==> config.mk <==
export PLATFORM = sky130hd
export DESIGN_NAME = fir_datapath
export DESIGN_NICKNAME = d
export VERILOG_FILES = /design/src/rtl/fir_datapath.sv
export SDC_FILE = /design/constraint.sdc
export NUM_CORES = 1
export LEC_CHECK = 0
export CAP_MARGIN = 30
export CELL_PAD_IN_SITES_DETAIL_PLACEMENT = 1
export CELL_PAD_IN_SITES_GLOBAL_PLACEMENT = 1
export CORE_UTILIZATION = 50
export DETAILED_ROUTE_END_ITERATION = 8
export GPL_TIMING_DRIVEN = 0
export PLACE_DENSITY = 0.84
export SLEW_MARGIN = 20
export SYNTH_ARGS = -nofsm -noshare
export SYNTH_HDL_FRONTEND = slang
export SYNTH_SLANG_ARGS = --single-unit
==> constraint.sdc <==
create_clock -name clk -period 18.27 [get_ports clk]
set_input_delay 5.481 -clock clk [delete_from_list [all_inputs] [get_ports clk]]
set_output_delay 5.481 -clock clk [all_outputs]
set_load 0.03 [all_outputs]
==> src/rtl/fir_datapath.sv <==
// ---------------------------------------------------------------------------
// fir_datapath: 16 x 16-bit register file with COPY/LOAD/ADD datapath for FIR.
// Revision: 1.0
// ---------------------------------------------------------------------------
`default_nettype none

module fir_datapath (
  input  logic        clk,
  input  logic        n_reset,
  input  logic [1:0]  op,
  input  logic [3:0]  src1,
  input  logic [3:0]  src2,
  input  logic [3:0]  dest,
  input  logic [15:0] ext_data,
  output logic        overflow,
  output logic        ovf_sticky,
  output logic [15:0] outreg_data
);

  localparam logic [1:0] OP_NOP  = 2'd0;
  localparam logic [1:0] OP_COPY = 2'd1;
  localparam logic [1:0] OP_LOAD = 2'd2;
  localparam logic [1:0] OP_ADD  = 2'd3;

  logic [15:0] regs [16];
  logic [15:0] opa;
  logic [15:0] opb;
  logic [15:0] sum;
  logic [15:0] wr_data;
  logic        wr_en;

  assign opa = regs[src1];
  assign opb = regs[src2];
  assign sum = opa + opb;

  // Same-sign operands producing a different-sign result.
  assign overflow = (op == OP_ADD) && (opa[15] == opb[15]) && (sum[15] != opa[15]);

  always_comb begin
    wr_en   = 1'b0;
    wr_data = 16'h0000;
    case (op)
      OP_NOP: begin
        wr_en   = 1'b0;
        wr_data = 16'h0000;
      end
      OP_COPY: begin
        wr_en   = 1'b1;
        wr_data = opa;
      end
      OP_LOAD: begin
        wr_en   = 1'b1;
        wr_data = ext_data;
      end
      OP_ADD: begin
        wr_en   = 1'b1;
        wr_data = sum;
      end
    endcase
  end

  always_ff @(posedge clk) begin
    if (!n_reset) begin
      for (int i = 0; i < 16; i++) begin
        regs[i] <= 16'h0000;
      end
      ovf_sticky <= 1'b0;
    end else begin
      if (wr_en) begin
        regs[dest] <= wr_data;
      end
      // Overflow wins over the LOAD-clear.
      if (overflow) begin
        ovf_sticky <= 1'b1;
      end else if (op == OP_LOAD) begin
        ovf_sticky <= 1'b0;
      end
    end
  end

  assign outreg_data = regs[0];

endmodule

`default_nettype wire

Word level (Yosys, flattened, before mapping)
Memory sizes are Yosys's and may differ from the RTL's.
Cells that the tools add are included.
Widths: inputs -> output; s select.
- $add $sub $neg: 1
- equal/unequal tests: 5
- mux-type cells: 11
- reduce and logical (&&, ||, !) cells: 6
- operators with widths (cell ; number):
    $pmux 16 s4 ; 1
    $add 16x16->16 ; 1
    $mux 16 ; 1
    $reduce_or 16->1 ; 1
    $mux 1 ; 7
    $eq 2x2->1 const B ; 2
    $mux 4 ; 1
    $reduce_or 3->1 ; 1
    $eq 2x1->1 const B ; 1
    $logic_and 1x1->1 ; 2
    $logic_not 2->1 ; 1
    $pmux 1 s2 ; 1
    $reduce_bool 2->1 ; 1
    $eq 1x1->1 ; 1
    $ne 1x1->1 ; 1
- register bits: 1
- RAM bits: 256
- bits of input ports: 32
- logic and storage cells: 25
- memories kept: 1
- memories (memory ; depth ; bits a word ; rd ports ; clocked after memory_dff ; write ports ; line ; text):
    regs ; 16 ; 16 ; 3 ; 0 ; 16 ; 25 ; logic [15:0] regs [16];

Longest topological paths before layout
- depth after elaboration: 8
- mapped depth: 16
- depth with buffers taken out: 12

Worst setup path after synthesis
No wires, ideal clock.
- path kind: input-to-output
- from: input port src2[0]
- to: output port overflow
- arrival time: 8971 ps
- slack: 3818 ps
- stages: 11
- cell sequence: buf_2 -> buf_1 -> mux4_2 -> mux4_2 -> ha_1 -> clkbuf_1 -> and4_1 -> nand3_1 -> o31ai_1 -> mux2i_1 -> and2_1
- cells in the longest elaborated chain, start to end: 4
- elaborated cells between the ends (all ways): 6
- ends and longest elaborated chain (item ; line ; text):
    start: declaration ; 12 ; input logic [3:0] src2,
    $mem_v2 16x16 (*) ; - ;
    $add 16x16->16 / $eq 1x1->1 (equally long branches) ; 34, 37 ;
    $ne 1x1->1 / $logic_and 1x1->1 (equally long branches) ; 37 ; assign overflow = (op == OP_ADD) && (opa[15] == opb[15]) && (sum[15] != opa[15]);
    $logic_and 1x1->1 (*) ; 37 ;
    end: declaration ; 15 ; output logic overflow,
Mark *: on every way between the ends. The rest lies on a longest branch, timed or not.

Final worst setup path
- from: input port src1[1]
- to: output port overflow
- cells in the longest elaborated chain, start to end: 4
- elaborated cells between the ends (all ways): 6
- ends and longest elaborated chain (item ; line ; text):
    start: declaration ; 11 ; input logic [3:0] src1,
    $mem_v2 16x16 (*) ; - ;
    $add 16x16->16 / $eq 1x1->1 (equally long branches) ; 34, 37 ;
    $ne 1x1->1 / $logic_and 1x1->1 (equally long branches) ; 37 ;
    $logic_and 1x1->1 (*) ; 37 ;
Marks and branches as above.

==> flow_metrics.py <==
metrics = {
    "worst_setup_path": {
        "slowest_delay_ps": 860,
        "setup.worst_path.end_class": "primary output",
        "worstPathArrival_ps": 11070,
        "crit_path_cell_trace": "buf_2, clkbuf_1, clkbuf_1, mux4_2, mux4_2, ha_1, a21o_1, a21oi_1, o211a_1, o31ai_1, mux2i_1, and2_1, clkdlybuf4s50_1",
        "crit_family": "buffers and inverters",
        "crit_required_ps": 12790,
        "cp_slowest_cell": "clkbuf_1",
        "critical_path_depth": 13,
        "path_max_fanout": 10,
        "start_kind": "input pin",
        "worst-path-buf-inv": 4,
        "path_class": "input pin to primary output",
        "r2r_cells": 12,
    },
    "clock_tree": {
        "clockBufferDepth": 3,
        "cts.sinks": 257,
        "htree_levels": 1,
        "ctsResizeCount": 0,
        "cts_buffers": 27,
        "hold_buffers": 0,
        "clk_latency_ps": 550,
        "cts-root-buf": "clkbuf_16",
        "postCtsSetupBuffers": 0,
        "cts_tree": "built",
        "clk_pin_slew_worst_paths_ps": 60,
    },
    "cells_and_area": {
        "drive_gt1_share_pct": 23.1,
        "nFillCells": 2540,
        "syn2layout_area_growth_pct": 13.0,
        "finalNetCount": 1065,
    },
    "sta": {
        "finalWorstPathRequiredPeriod_ps": 16550,
        "finalHoldViolCount": 0,
        "fmax_ghz": 0.0604,
        "setup_tns_ps": 0,
        "setup_violations": 0,
        "fin_worst_skew_ps": 16.3,
        "finalCritPeriodShare_pct": 90.6,
        "slew_headroom_pct": 28.2,
        "rsz0062_at_grt": "false",
        "worst_pin_slew_ps": 1080,
        "slew_violations": 0,
    },
    "floorplanning": {
        "dieWidth_um": 169,
        "pin_count": 50,
        "rows": 60,
        "initial_core_util_pct": 51.3,
        "die-area_sq_mm": 0.0285,
        "core_area_sq_mm": 0.0271,
        "die_y_um": 169,
    },
    "route": {
        "vias": 9661,
        "viasPerCell": 6.85,
        "drt_iter0_drc": 1391,
        "drt_pass1_iterations": 6,
        "finalWirelength_um": 44300,
        "wl_per_cell_um": 31.4,
        "ant_nets": 0,
        "drc": 0,
    },
    "outcome": {
        "status": "complete, no violations",
    },
    "synth": {
        "yosysTopAreaCellShare_pct": 55.3,
        "synth-seq-cells": 257,
        "syn_area_sq_mm": 0.0139,
        "ys_warn_count": 0,
        "async_reset_ff_share_pct": 0,
        "synth_commonest_cells": "nor2_1, edfxtp_1, mux4_2, clkbuf_1, nand2_1",
        "synthFlopType": "edfxtp_1",
        "yosysMostFrequentCell": "nor2_1",
        "synth-edff-count": 256,
        "synth_cell_types": 48,
        "syn_area_per_cell_sq_um": 14.8,
        "synth_nets": 988,
        "synth_top_area_cell": "edfxtp_1",
        "syn_inst": 940,
        "ys_seq_area_share_pct": 55.5,
        "yosys-top-cells-area": "edfxtp_1, mux4_2, nor2_1, ha_1, clkbuf_1",
    },
    "placement": {
        "dp_hpwl_um": 31300,
        "port_buffers": 39,
        "gp_congestion": 0.906,
    },
    "hold_path": {
        "holdCritPathClass": "flip-flop to flip-flop",
        "holdPathStages": 2,
    },
    "grt": {
        "grt.total_usage_pct": 31.9,
        "grt_first_pass_wirelength_um": 65500,
        "antenna_found_initial": 1,
        "grt_max_degree": 17,
        "grt_pass1_vias": 10000,
        "grt_overflow_total": 0,
    },
    "power": {
        "p_per_area_mw_per_mm2": 96.5,
        "peakVddDrop_uv": 62.7,
        "leakagePower_nw": 5.36,
        "finalPower_mw": 1.52,
    },
    "run": {
        "maxCapViolCount": 0,
    },
}
==> routing by layer <==
metal | global-route usage (%) | wire (um) | up-vias
li1 | - | - | 3821
met1 | 42.9 | 16300 | 4954
met2 | 52.6 | 21500 | 772
met3 | 6.87 | 5300 | 112
met4 | 9.72 | 1170 | 2
met5 | 0 | 35 | -
==> tightest hold or removal path, delay by kind of cell, from the launching register on <==
kind,cells,cell delay (ps)
DFF,1,310
AOI/OAI and AO/OA,1,60
and+or+nand+nor,1,50
==> sequential cells by signal (all words and copies together), names as in the netlist <==
register,count
regs,256
ovf_sticky,1
==> stage by stage <==
| stage | util, % | hold slack [ps] | instances | instance area (sq um) | worst slack [ps] |
|---|---|---|---|---|---|
| global placement | 54.4 | 451 | 1351 | 14700 | 2100 |
| CTS | 57.7 | 475 | 1404 | 15600 | 1870 |
| detailed placement | 54.5 | 469 | 1354 | 14800 | 2020 |
| finish | 57.9 | 472 | 1411 | 15700 | 1720 |
| floorplan | - | 582 | 940 | 13900 | 3820 |
| global route | 57.9 | 529 | 1410 | 15700 | 1760 |
==> cell families after synthesis <==
kind of cell             after synthesis  synth area share (%)
AND/OR/NAND/NOR                      336                  9.60
flip-flops                           257                  55.5
multiplexers                         170                  26.5
buffers and inverters                 87                  2.84
AO/OA/AOI/OAI                         62                  3.31
adder cells (fa/ha/maj)               16                  1.50
XOR/XNOR                              12                 0.757
==> power breakdown <==
part	switching, mW	total, mW	internal [mW]
clock	0.239	0.554	0.314
combinational	0.164	0.270	0.106
sequential	0.0170	0.692	0.675
==> final timing paths <==
path,start,to,slack (ps)
min,ovf_sticky,ovf_sticky,470
max,src1[1],overflow,1720
min reg2reg,ovf_sticky,ovf_sticky,470
max reg2reg,regs[15][4],regs[14][13],13290
==> cell type report <==
class | count | area [sq um] | area share, %
plain buffers | 81 | 373 | 2.37
clock inverters | 16 | 158 | 1.00
diodes | 1 | 2.50 | 0.0159
multi-input cells | 596 | 5790 | 36.9
clock buffers | 34 | 702 | 4.47
repair buffers | 48 | 480 | 3.06
inverters | 6 | 22.5 | 0.143
well taps | 372 | 465 | 2.96
flip-flops and latches | 257 | 7710 | 49.1
==> placed cells by master, fill, tap and decap left out, drive strengths merged, types with 3 or more instances in the layout <==
cell,count
nor2,265
edfxtp,256
mux4,158
clkbuf,85
nand2,41
clkdlybuf4s50,39
buf,39
ha,15
a21oi,12
xnor2,11
clkinv,10
nand3,9
a21o,8
o21ai,8
a22oi,8
inv,8
mux2i,7
mux2,5
and2,4
nor2b,4
a211oi,4
a222oi,4
o21bai,3
nor3,3
bufinv,3
Note: power is estimated with default switching activity, not from simulation.
